--- src/rtl/simple_wgen_pkg.sv ---
// Shared definitions for the simple_wgen write-data generator.
// Holds the control register map, the CTRL/STATUS bit positions and the
// generator FSM state encoding.
package simple_wgen_pkg;

   // Register select, taken from control address bits [3:2]
   localparam logic [1:0] REG_CTRL   = 2'd0;
   localparam logic [1:0] REG_LEN    = 2'd1;
   localparam logic [1:0] REG_SENT   = 2'd2;
   localparam logic [1:0] REG_STATUS = 2'd3;

   // CTRL write bits (self-clearing pulses)
   localparam int CTRL_START_BIT = 0;
   localparam int CTRL_ABORT_BIT = 1;

   // STATUS read bits
   localparam int STAT_BUSY_BIT    = 0;
   localparam int STAT_DONE_BIT    = 1;
   localparam int STAT_ABORTED_BIT = 2;

   typedef enum logic {
      ST_IDLE = 1'b0,
      ST_SEND = 1'b1
   } state_t;

endpackage

--- src/rtl/axi4l_sif.sv ---
// AXI4-Lite slave interface: turns AW/W/B and AR/R channel traffic into
// single-cycle register-side write strobes and read lookups.
// Ports:
//   clk, sys__srstn          clock, asynchronous active-low reset
//   s_axi_aw*/w*/b*/ar*/r*   AXI4-Lite slave, 32-bit data, no prot
//   reg_wr_en/addr/data/strb one-cycle register write (always accepted)
//   reg_rd_addr, reg_rd_data combinational register read lookup
//
// Handshake rule on every channel: a transfer happens on a rising edge
// where valid && ready are both 1; a source holds its payload stable and
// keeps valid high until that edge; ready may depend on internal state only.
module axi4l_sif #(
   parameter int addr_width = 32
) (
   input  logic                  clk,
   input  logic                  sys__srstn,
   input  logic [addr_width-1:0] s_axi_awaddr,
   input  logic                  s_axi_awvalid,
   output logic                  s_axi_awready,
   input  logic [31:0]           s_axi_wdata,
   input  logic [3:0]            s_axi_wstrb,
   input  logic                  s_axi_wvalid,
   output logic                  s_axi_wready,
   output logic [1:0]            s_axi_bresp,
   output logic                  s_axi_bvalid,
   input  logic                  s_axi_bready,
   input  logic [addr_width-1:0] s_axi_araddr,
   input  logic                  s_axi_arvalid,
   output logic                  s_axi_arready,
   output logic [31:0]           s_axi_rdata,
   output logic [1:0]            s_axi_rresp,
   output logic                  s_axi_rvalid,
   input  logic                  s_axi_rready,
   output logic                  reg_wr_en,
   output logic [addr_width-1:0] reg_wr_addr,
   output logic [31:0]           reg_wr_data,
   output logic [3:0]            reg_wr_strb,
   output logic [addr_width-1:0] reg_rd_addr,
   input  logic [31:0]           reg_rd_data
);

   logic                  aw_full, w_full;
   logic [addr_width-1:0] aw_addr_q;
   logic [31:0]           w_data_q;
   logic [3:0]            w_strb_q;
   logic                  aw_fire, w_fire, ar_fire;

   // AW and W may arrive in either order; each is parked until its partner
   // shows up. Nothing new is accepted while a write response is pending.
   assign s_axi_awready = !aw_full && !s_axi_bvalid;
   assign s_axi_wready  = !w_full && !s_axi_bvalid;
   assign aw_fire       = s_axi_awvalid && s_axi_awready;
   assign w_fire        = s_axi_wvalid && s_axi_wready;

   assign reg_wr_en   = (aw_full || aw_fire) && (w_full || w_fire);
   assign reg_wr_addr = aw_full ? aw_addr_q : s_axi_awaddr;
   assign reg_wr_data = w_full ? w_data_q : s_axi_wdata;
   assign reg_wr_strb = w_full ? w_strb_q : s_axi_wstrb;
   assign s_axi_bresp = 2'b00;

   assign s_axi_arready = !s_axi_rvalid;
   assign ar_fire       = s_axi_arvalid && s_axi_arready;
   assign reg_rd_addr   = s_axi_araddr;
   assign s_axi_rresp   = 2'b00;

   always_ff @(posedge clk or negedge sys__srstn) begin
      if (!sys__srstn) begin
         aw_full      <= 1'b0;
         w_full       <= 1'b0;
         aw_addr_q    <= '0;
         w_data_q     <= '0;
         w_strb_q     <= '0;
         s_axi_bvalid <= 1'b0;
         s_axi_rvalid <= 1'b0;
         s_axi_rdata  <= '0;
      end else begin
         if (s_axi_bvalid && s_axi_bready) s_axi_bvalid <= 1'b0;
         if (reg_wr_en) begin
            aw_full      <= 1'b0;
            w_full       <= 1'b0;
            s_axi_bvalid <= 1'b1;
         end else begin
            if (aw_fire) begin
               aw_full   <= 1'b1;
               aw_addr_q <= s_axi_awaddr;
            end
            if (w_fire) begin
               w_full   <= 1'b1;
               w_data_q <= s_axi_wdata;
               w_strb_q <= s_axi_wstrb;
            end
         end
         if (ar_fire) begin
            s_axi_rvalid <= 1'b1;
            s_axi_rdata  <= reg_rd_data;
         end else if (s_axi_rvalid && s_axi_rready) begin
            s_axi_rvalid <= 1'b0;
         end
      end
   end

endmodule

--- src/rtl/simple_wgen.sv ---
// Write-data generator: emits LEN bytes of a byte-ramp pattern as AXI
// write-data beats, controlled through an AXI4-Lite register port.
// Ports:
//   clk, arst            clock, asynchronous active-high reset
//   s_axi_ctl_*          AXI4-Lite control slave (CTRL/LEN/SENT/STATUS)
//   p_axi_w*             generated write-data channel (valid/ready)
//   dbg_state            current generator FSM state
module simple_wgen
   import simple_wgen_pkg::*;
#(
   parameter int axi_addr_width   = 32,
   parameter int p_axi_data_width = 128
) (
   input  logic                          clk,
   input  logic                          arst,
   input  logic [axi_addr_width-1:0]     s_axi_ctl_awaddr,
   input  logic                          s_axi_ctl_awvalid,
   output logic                          s_axi_ctl_awready,
   input  logic [31:0]                   s_axi_ctl_wdata,
   input  logic [3:0]                    s_axi_ctl_wstrb,
   input  logic                          s_axi_ctl_wvalid,
   output logic                          s_axi_ctl_wready,
   output logic [1:0]                    s_axi_ctl_bresp,
   output logic                          s_axi_ctl_bvalid,
   input  logic                          s_axi_ctl_bready,
   input  logic [axi_addr_width-1:0]     s_axi_ctl_araddr,
   input  logic                          s_axi_ctl_arvalid,
   output logic                          s_axi_ctl_arready,
   output logic [31:0]                   s_axi_ctl_rdata,
   output logic [1:0]                    s_axi_ctl_rresp,
   output logic                          s_axi_ctl_rvalid,
   input  logic                          s_axi_ctl_rready,
   output logic [p_axi_data_width-1:0]   p_axi_wdata,
   output logic [p_axi_data_width/8-1:0] p_axi_wstrb,
   output logic                          p_axi_wvalid,
   output logic                          p_axi_wlast,
   input  logic                          p_axi_wready,
   output state_t                        dbg_state
);

   localparam int          BPB   = p_axi_data_width / 8;
   localparam logic [31:0] BPB_W = 32'(BPB);

   logic                      reg_wr_en;
   logic [axi_addr_width-1:0] reg_wr_addr, reg_rd_addr;
   logic [31:0]               reg_wr_data, reg_rd_data;
   logic [3:0]                reg_wr_strb;
   logic                      sif_srstn;

   state_t      state_q;
   logic [31:0] len_q, sent_q, remaining_q;
   logic        done_q, aborted_q, abort_pend_q;

   logic                        start_req, abort_req, len_wr, hs;
   logic [31:0]                 beat_bytes, nb_sent, nb_rem;
   logic [p_axi_data_width-1:0] nb_data;
   logic [BPB-1:0]              nb_strb;
   logic                        nb_last;
   logic                        unused_addr_bits;

   assign sif_srstn = ~arst;

   axi4l_sif #(.addr_width(axi_addr_width)) u_sif (
      .clk           (clk),
      .sys__srstn    (sif_srstn),
      .s_axi_awaddr  (s_axi_ctl_awaddr),
      .s_axi_awvalid (s_axi_ctl_awvalid),
      .s_axi_awready (s_axi_ctl_awready),
      .s_axi_wdata   (s_axi_ctl_wdata),
      .s_axi_wstrb   (s_axi_ctl_wstrb),
      .s_axi_wvalid  (s_axi_ctl_wvalid),
      .s_axi_wready  (s_axi_ctl_wready),
      .s_axi_bresp   (s_axi_ctl_bresp),
      .s_axi_bvalid  (s_axi_ctl_bvalid),
      .s_axi_bready  (s_axi_ctl_bready),
      .s_axi_araddr  (s_axi_ctl_araddr),
      .s_axi_arvalid (s_axi_ctl_arvalid),
      .s_axi_arready (s_axi_ctl_arready),
      .s_axi_rdata   (s_axi_ctl_rdata),
      .s_axi_rresp   (s_axi_ctl_rresp),
      .s_axi_rvalid  (s_axi_ctl_rvalid),
      .s_axi_rready  (s_axi_ctl_rready),
      .reg_wr_en     (reg_wr_en),
      .reg_wr_addr   (reg_wr_addr),
      .reg_wr_data   (reg_wr_data),
      .reg_wr_strb   (reg_wr_strb),
      .reg_rd_addr   (reg_rd_addr),
      .reg_rd_data   (reg_rd_data)
   );

   // Only address bits [3:2] select a register.
   assign unused_addr_bits = ^{reg_wr_addr[axi_addr_width-1:4], reg_wr_addr[1:0],
                               reg_rd_addr[axi_addr_width-1:4], reg_rd_addr[1:0]};

   assign start_req = reg_wr_en && (reg_wr_addr[3:2] == REG_CTRL) && reg_wr_strb[0]
                      && reg_wr_data[CTRL_START_BIT];
   assign abort_req = reg_wr_en && (reg_wr_addr[3:2] == REG_CTRL) && reg_wr_strb[0]
                      && reg_wr_data[CTRL_ABORT_BIT];
   assign len_wr    = reg_wr_en && (reg_wr_addr[3:2] == REG_LEN) && (state_q == ST_IDLE);
   assign hs        = p_axi_wvalid && p_axi_wready;

   // popcount(wstrb) of the current beat: full beat unless it is the last
   assign beat_bytes = p_axi_wlast ? remaining_q : BPB_W;

   // Next beat, built from the byte position it starts at: offset 0 of LEN
   // when starting from IDLE, otherwise the position after this handshake.
   always_comb begin
      nb_sent = 32'd0;
      nb_rem  = len_q;
      if (state_q == ST_SEND) begin
         nb_sent = sent_q + beat_bytes;
         nb_rem  = remaining_q - beat_bytes;
      end
      nb_data = '0;
      nb_strb = '0;
      for (int j = 0; j < BPB; j++) begin
         nb_data[8*j +: 8] = nb_sent[7:0] + 8'(j);
         nb_strb[j]        = (nb_rem > 32'(j));
      end
      nb_last = (nb_rem <= BPB_W);
   end

   always_comb begin
      reg_rd_data = 32'd0;
      case (reg_rd_addr[3:2])
         REG_LEN:    reg_rd_data = len_q;
         REG_SENT:   reg_rd_data = sent_q;
         REG_STATUS: begin
            reg_rd_data[STAT_BUSY_BIT]    = (state_q == ST_SEND);
            reg_rd_data[STAT_DONE_BIT]    = done_q;
            reg_rd_data[STAT_ABORTED_BIT] = aborted_q;
         end
         default:    reg_rd_data = 32'd0;
      endcase
   end

   assign dbg_state = state_q;

   always_ff @(posedge clk or posedge arst) begin
      if (arst) begin
         state_q      <= ST_IDLE;
         len_q        <= '0;
         sent_q       <= '0;
         remaining_q  <= '0;
         done_q       <= 1'b0;
         aborted_q    <= 1'b0;
         abort_pend_q <= 1'b0;
         p_axi_wdata  <= '0;
         p_axi_wstrb  <= '0;
         p_axi_wvalid <= 1'b0;
         p_axi_wlast  <= 1'b0;
      end else begin
         if (len_wr) begin
            for (int b = 0; b < 4; b++)
               if (reg_wr_strb[b]) len_q[8*b +: 8] <= reg_wr_data[8*b +: 8];
         end
         case (state_q)
            ST_IDLE: begin
               // start together with abort counts as abort, which is a no-op here
               if (start_req && !abort_req) begin
                  sent_q    <= '0;
                  aborted_q <= 1'b0;
                  if (len_q != 32'd0) begin
                     state_q      <= ST_SEND;
                     remaining_q  <= len_q;
                     done_q       <= 1'b0;
                     abort_pend_q <= 1'b0;
                     p_axi_wvalid <= 1'b1;
                     p_axi_wdata  <= nb_data;
                     p_axi_wstrb  <= nb_strb;
                     p_axi_wlast  <= nb_last;
                  end else begin
                     done_q <= 1'b1;
                  end
               end
            end
            ST_SEND: begin
               // an abort never retracts an offered beat; it is remembered
               // and takes effect when that beat is accepted
               if (abort_req) abort_pend_q <= 1'b1;
               if (hs) begin
                  sent_q      <= nb_sent;
                  remaining_q <= nb_rem;
                  if (p_axi_wlast || abort_pend_q || abort_req) begin
                     state_q      <= ST_IDLE;
                     p_axi_wvalid <= 1'b0;
                     p_axi_wlast  <= 1'b0;
                     p_axi_wstrb  <= '0;
                     abort_pend_q <= 1'b0;
                     if (abort_pend_q || abort_req) aborted_q <= 1'b1;
                     else                           done_q    <= 1'b1;
                  end else begin
                     p_axi_wdata <= nb_data;
                     p_axi_wstrb <= nb_strb;
                     p_axi_wlast <= nb_last;
                  end
               end
            end
            default: state_q <= ST_IDLE;
         endcase
      end
   end

endmodule

--- config.mk ---
export PLATFORM = sky130hd
export DESIGN_NAME = simple_wgen
export DESIGN_NICKNAME = d
export VERILOG_FILES = /design/src/rtl/simple_wgen_pkg.sv /design/src/rtl/axi4l_sif.sv /design/src/rtl/simple_wgen.sv
export SDC_FILE = /design/constraint.sdc
export NUM_CORES = 1
export LEC_CHECK = 0
export BUFFER_PORTS_ARGS = -buffer_cell sky130_fd_sc_hd__buf_2
export CAP_MARGIN = 20
export CORE_MARGIN = 4
export CORE_UTILIZATION = 50
export CTS_CLUSTER_SIZE = 14
export DETAILED_ROUTE_END_ITERATION = 8
export PLACE_DENSITY = 0.73
export SETUP_SLACK_MARGIN = 0.1
export SYNTH_ARGS = -nofsm -noshare
export SYNTH_HDL_FRONTEND = slang
export SYNTH_SLANG_ARGS = --single-unit
--- constraint.sdc ---
create_clock -name clk -period 20.3 [get_ports clk]
set_clock_uncertainty 0.1 [all_clocks]
set_input_delay 0 -clock clk [delete_from_list [all_inputs] [get_ports clk]]
set_output_delay 0 -clock clk [all_outputs]
set_load 0.005 [all_outputs]
==> results of run 1 <==
==> power breakdown <==
group,leakage (nW),internal (W),switching [W]
sequential,3.63,0.000764,0.000201
combinational,4.31,0.000334,0.000398
clock,0.513,0.000336,0.000238
==> critical path, stage by stage (launching register included) <==
cell and delay (ns):
dfrtp_1 0.59, buf_4 0.33, and2_1 0.20, ha_1 0.22, fa_1 0.42, a21o_1 0.20
a21oi_1 0.19, xnor2_1 0.18, nand2_1 0.59, inv_1 0.33, ha_1 0.66, nand4_1 0.39
nor2_1 0.22, xor2_1 0.17, o21ai_0 0.11
==> metal layers <==
layer  track usage  vias to the layer above  wire, um  share of wire
li1              -                     6238         -              -
met3        0.0416                       84      3400          0.078
met4        0.0633                        0       991          0.023
met5             0                        -         0              0
met1         0.355                     6521     18600           0.43
met2         0.402                      537     20400           0.47
==> final timing paths <==
check | from | endpoint | slack [ns] | depth (start not counted)
max | p_axi_wlast$_DFFE_PP0P_ | p_axi_wdata[39]$_DFFE_PP0P_ | 15.24 | 14
min | s_axi_ctl_rready | u_sif.s_axi_rvalid$_DFFE_PP0P_ | 0.04 | 3
max reg2reg | p_axi_wlast$_DFFE_PP0P_ | p_axi_wdata[39]$_DFFE_PP0P_ | 15.24 | 14
min reg2reg | p_axi_wdata[59]$_DFFE_PP0P_ | p_axi_wdata[59]$_DFFE_PP0P_ | 0.37 | 2
max in group asynchronous | arst | sent_q[20]$_DFFE_PP0P_ | 17.98 | 5
min in group asynchronous | arst | p_axi_wdata[7]$_DFFE_PP0P_ | 0.08 | 3
==> cells in the final DEF, fill, tap and decap left out, drive strengths merged, types with 21 or more instances in the layout <==
cell type / netlist / final
dfrtp: 286 / 286
buf: 44 / 250
nand2: 192 / 192
nor2: 186 / 186
a21oi: 167 / 167
o21ai: 124 / 124
xnor2: 57 / 57
dlygate4sd3: 0 / 51
ha: 49 / 49
clkbuf: 89 / 45
mux2i: 42 / 42
inv: 38 / 39
mux2: 38 / 38
xor2: 35 / 35
a22oi: 35 / 35
and2: 26 / 26
nor3: 21 / 21
==> flip-flops by register name, indices dropped and copies added, names as in the netlist, 2 cells and up <==
signal,count
u_sif.aw_addr_q,2
p_axi_wdata,94
p_axi_wstrb,16
remaining_q,32
u_sif.s_axi_rdata,32
len_q,32
sent_q,32
u_sif.w_data_q,32
u_sif.w_strb_q,4
==> what timing repair did <==
action / in CTS / in global routing
resized for setup: 0 / 0
buffers inserted: 0 / 0
hold buffers: 51 / 0
endpoints found under the hold margin: 227 / 0
==> cell families (layout without fill, tap and decap cells) <==
logic type,Yosys count,count (layout)
and+or+nand+nor,528,528
AOI/OAI and AO/OA,468,468
DFF,286,286
buffers and inverters,172,396
xor gates and xnor gates,92,92
muxes,80,80
adders and majority gates,50,50
other,1,5
==> layout make-up <==
class | count | area (um^2) | share of cell area
Multi-Input combinational cell | 1222 | 7560 | 0.415
Sequential cell | 286 | 7160 | 0.392
Timing Repair Buffer | 301 | 1830 | 0.100
Clock buffer | 45 | 908 | 0.0498
Tap cell | 396 | 495 | 0.0272
Inverter | 39 | 154 | 0.00844
Clock inverter | 11 | 130 | 0.00714
Antenna cell | 1 | 2.50 | 0.000137
==> stage by stage <==
| stage | std cells | hold slack [ns] |
|---|---|---|
| floorplan | 1680 | -0.00355 |
| global placement | 2192 | 0.0782 |
| detailed placement | 2193 | 0.0906 |
| CTS | 2300 | 0.0409 |
| global route | 2301 | 0.0472 |
| finish | 2301 | 0.0438 |
==> summary.txt, run 1 <==
Detailed routing
  • Vias per inst: 5.81
  • Routed Antenna Nets: 0
  • Via count: 13380
  • Routed Wire Length: 43400 um
  • # DRC: 0
  • First drt pass iteration count: 5
  • 1st-iter DRT viols: 1169
  • Drt wl/cell: 18.9 um

Min path
  • Hold crit path type: in2reg

Timing
  • Max Fclk: 0.198 GHz
  • Slew @ Worst Pin: 1.14 ns
  • Final-report hold violation count: 0
  • Headroom to the max-slew limit: 0.238
  • Max Slew Vio Count: 0
  • Final worst slack: 15.24 ns
  • Fin Setup TNS: 0 ns
  • Final setup viols: 0
  • RSZ-0062 raised after global routing: no
  • Tmin final: 5.06 ns
  • Ratio of final minimum period to clock period: 0.249

Yosys
  • Distinct cell type count after synthesis: 67
  • Post-synthesis instance area: 15500 um^2
  • Post-synth top flop: dfrtp_1
  • Area contributors post-synth: dfrtp_1 46%, a21oi_1 5.4%, nand2_1 4.7%
  • Sequential share of the synthesized area: 0.463
  • Synth Area in Compound Gates: 0.183
  • Cell accounting for the most synthesized area: dfrtp_1
  • Cells after synthesis: 1677
  • Asr flop ratio synth: 1.00
  • Main combinational cell family by area after synthesis: compound AO/OA/AOI/OAI gates
  • Leading cell types by count after synthesis: 286 x dfrtp_1, 192 x nand2_1, 186 x nor2_1
  • EDFF count, synth: 0
  • Flops & latches, synth: 286
  • Simple logic cell fraction of the synthesized area: 0.154
  • Syn. warnings: 0
  • Proportion of synthesized area in mux cells: 0.0549
  • Area share of the largest cell type after synthesis: 0.463
  • Average size of a mapped cell: 9.22 um^2
  • Synth Area in XOR/XNOR: 0.0521
  • Most common cell in the netlist: dfrtp_1
  • Area share of fa/ha/maj cells after synthesis: 0.0409

Critical path
  • Req. time, crit path: 20.61 ns
  • Crit-path max FO: 29
  • CP Launch Type: flop
  • CP arrival: 5.37 ns
  • CP Class: reg2reg
  • Crit end category: flop

Outcome
  • Outcome: finished clean

Global route
  • Antenna violations before repair: 1
  • First-pass GRT wire length: 69400 um
  • Vias in the first global route: 12830
  • Largest net degree at the start of global routing: 130
  • GRT Total Usage: 0.250
  • Total congestion overflow: 0

CTS
  • TritonCTS clock tree: built
  • TritonCTS Sinks: 286
  • Reg clk slew, reported paths: 0.06 ns
  • H-tree lvl count: 1
  • CTS root buf: clkbuf_16
  • CTS buffer count: 31
  • CTS Buffer Depth: 3
  • Worst skew pair latency: 0.57 ns

Power and ir drop
  • Power, Total: 0.00227 W
  • Max VDD drop: 0.0000805 V
  • Lkg Pwr: 8.45 nW
  • Power per cell area: 124 nW/um^2

Cells and area
  • Nets: 2039
  • Final instance area: 18200 um^2
  • Syn-to-layout area delta: 17.9%
  • Fraction of layout instances using a drive strength above 1: 0.190
  • Fill cells: 2607
  • Post-Route Utilization: 0.596

Floorplanning
  • Effective utilization at floorplan: 0.506
  • Die width: 184 um
  • Die Area: 33800 um^2
  • Core ar.: 30600 um^2
  • Placement Rows: 64
  • # IOs: 296
  • Die H: 184 um

Placed design
  • Port buffer count: 231
  • Area after DPL: 16700 um^2
  • DP Wirelength: 29700 um
  • Setup WS pre-CTS: 15.34 ns
  • GP Congestion: 0.950

Run
  • Max cap viols: 0
No activity file was read; power rests on OpenSTA's default activity.
==> inputs of run 2 (changes only) <==
--- a/config.mk
+++ b/config.mk
@@ -11,7 +11,7 @@
 export CORE_UTILIZATION = 50
 export CTS_CLUSTER_SIZE = 14
 export DETAILED_ROUTE_END_ITERATION = 8
-export PLACE_DENSITY = 0.73
+export PLACE_DENSITY = 0.76
 export SETUP_SLACK_MARGIN = 0.1
 export SYNTH_ARGS = -nofsm -noshare
 export SYNTH_HDL_FRONTEND = slang
==> constraint.sdc (replaced) <==
create_clock -name clk -period 4.3 [get_ports clk]
set_clock_uncertainty 0.1 [all_clocks]
set_input_delay 0 -clock clk [delete_from_list [all_inputs] [get_ports clk]]
set_output_delay 0 -clock clk [all_outputs]
set_load 0.005 [all_outputs]
==> run 2 against run 1 <==
Clock power grew to 4.7 times the previous value. Total power grew to 4.7 times the previous value. Via count grew 0.60%. Flip-flop and latch count is the same. Fmax grew 29%. Utilization grew 0.49 points. Sequential share of layout area shrank 0.32 points. Critical endpoint is now p_axi_wstrb[14]$_DFFE_PP0P_.
==> summary.txt, run 2 (same netlist as run 1, synthesis figures left out) <==
CTS
  • TritonCTS clock tree: built
  • CTS buffer count: 31
  • H-tree lvl count: 1
  • Worst skew pair latency: 0.56 ns
  • Reg clk slew, reported paths: 0.06 ns
  • CTS root buf: clkbuf_16
  • TritonCTS Sinks: 286
  • CTS Buffer Depth: 3
  • Post-CTS Setup Inserts: 0

Outcome
  • Outcome: finished clean

Floorplanning
  • Core ar.: 30600 um^2
  • Placement Rows: 64
  • Effective utilization at floorplan: 0.506
  • Die width: 184 um
  • Die H: 184 um
  • Die Area: 33800 um^2
  • # IOs: 296

Critical path
  • Req. time, crit path: 4.58 ns
  • CP Class: reg2reg
  • CP arrival: 4.21 ns
  • Crit-path max FO: 17
  • Cell mode on critical path: nor4_4
  • Crit end category: flop
  • Crit path cell chain: nor4_4, nand4_4, or4_4, o41ai_2, nand2_1, a311o_1, or4b_4, nor4_4, buf_4, a22oi_1
  • Reg2Reg Setup Slack: 0.37 ns
  • CP Launch Type: flop
  • Delay-heaviest family, CP: simple AND/OR/NAND/NOR gates
  • Max incr delay on CP: 0.58 ns
  • Worst path slowest cell: or4_4
  • Critical path buffer and inverter count: 1

Detailed routing
  • Max layer used: met4
  • Drt wl/cell: 18.7 um
  • M1 WL: 18500 um
  • WL met3: 3450 um
  • Met2 WL: 19900 um
  • Routed Wire Length: 43400 um
  • Routed Antenna Nets: 0
  • First drt pass iteration count: 6
  • 1st-iter DRT viols: 1109
  • Vias per inst: 5.81
  • Via count: 13460
  • # DRC: 0

Global route
  • Antenna violations before repair: 0
  • Largest net degree at the start of global routing: 120
  • Vias in the first global route: 12900
  • First-pass GRT wire length: 68800 um
  • GRT Total Usage: 0.248
  • Total congestion overflow: 0

Timing
  • Max Slew Vio Count: 0
  • Headroom to the max-slew limit: 0.281
  • Max Fclk: 0.255 GHz
  • Tmin final: 3.93 ns
  • Final-report hold violation count: 0
  • Final setup viols: 0
  • Slew @ Worst Pin: 1.08 ns
  • RSZ-0062 raised after global routing: no
  • Ratio of final minimum period to clock period: 0.913
  • Fin Setup TNS: 0 ns

Cells and area
  • Fill cells: 2570
  • FF/Latch Area: 7160 um^2
  • ANT cells: 0
  • Biggest register: p_axi_wdata
  • Non-filler instance count after layout: 2315
  • Fraction of layout instances using a drive strength above 1: 0.197
  • Multi-input logic area: 7550 um^2
  • Commonest non-fill, non-tap cell in the layout: dfrtp_1
  • Most used cells in the layout excluding fill and tap cells: 285 x dfrtp_1, 231 x buf_2, 192 x nand2_1
  • Syn-to-layout area delta: 18.9%
  • Nets: 2053
  • Max reg flops: 94

Placed design
  • GP Congestion: 0.961
  • DP Wirelength: 30200 um
  • Port buffer count: 231
  • Placed cell count: 2206

Run
  • Max cap viols: 0

Power and ir drop
  • Power per cell area: 585 nW/um^2
  • Max VDD drop: 0.000420 V
  • Lkg Pwr: 8.54 nW

Min path
  • Hold crit path type: in2async
## run 2: cell count changes in the layout (fill, tap and decap cells not counted), sizes merged
cell,delta
buf,+14
clkinvlp,+1
clkinv,+3
diode,-1
clkbuf,-2
inv,-1
## run 2: final cells by class
| cell class | count | share of cell area |
|---|---|---|
| flip-flops and latches | 286 | 0.389 |
| inverters | 39 | 0.00817 |
| multi-input cells | 1222 | 0.411 |
| clock buffers | 43 | 0.0495 |
| repair buffers | 315 | 0.108 |
| well taps | 396 | 0.0269 |
| clock inverters | 14 | 0.00728 |
## run 2: power by group
group | internal [W] | total (W) | switching (W)
clock | 0.00159 | 0.00272 | 0.00112
combinational | 0.00160 | 0.00346 | 0.00186
sequential | 0.00360 | 0.00459 | 0.000982
## run 2: stage by stage
stage	setup WS (ns)	utilization	power (W)	hold slack, ns	area (um^2)
6_report	0.373	0.601	0.0108	0.0544	18400
5_1_grt	0.145	0.601	0.0114	0.0720	18400
4_1_cts	0.382	0.600	0.0108	0.0511	18300
3_5_place_dp	0.394	0.549	0.00796	0.0960	16800
3_3_place_gp	0.429	0.549	0.00782	0.0843	16800
2_1_floorplan	0.192	-	0.00665	-0.00355	15500
## run 2: what timing repair did
| item | in CTS | in global routing |
|---|---|---|
| hold buffers | 50 | 1 |
| gates resized for setup | 0 | 1 |
| endpoints found under the setup margin | 0 | 14 |
| endpoints found under the hold margin | 131 | 4 |
## run 2: worst min-delay path: cells and delay by family
kind / cells / cell delay [ns]
buf+inv: 3 / 1.21
## run 2: per-layer routing
layer	vias up	GRT usage
met5	-	0
met2	577	0.396
met3	121	0.0441
met4	0	0.0834
met1	6461	0.345
li1	6301	-
## run 2: worst paths after layout
| check | from | to | depth (start not counted) |
|---|---|---|---|
| worst max-delay path | remaining_q[4]$_DFFE_PP0P_ | p_axi_wstrb[14]$_DFFE_PP0P_ | 10 |
| worst min-delay path | arst | p_axi_wdata[7]$_DFFE_PP0P_ | 3 |
| worst max register to register | remaining_q[4]$_DFFE_PP0P_ | p_axi_wstrb[14]$_DFFE_PP0P_ | 10 |
| worst min register to register | u_sif.s_axi_rdata[22]$_DFFE_PP0P_ | u_sif.s_axi_rdata[22]$_DFFE_PP0P_ | 2 |
| max in group asynchronous | arst | u_sif.w_full$_DFFE_PP0P_ | 4 |
| min in group clk | s_axi_ctl_rready | u_sif.s_axi_rvalid$_DFFE_PP0P_ | 3 |
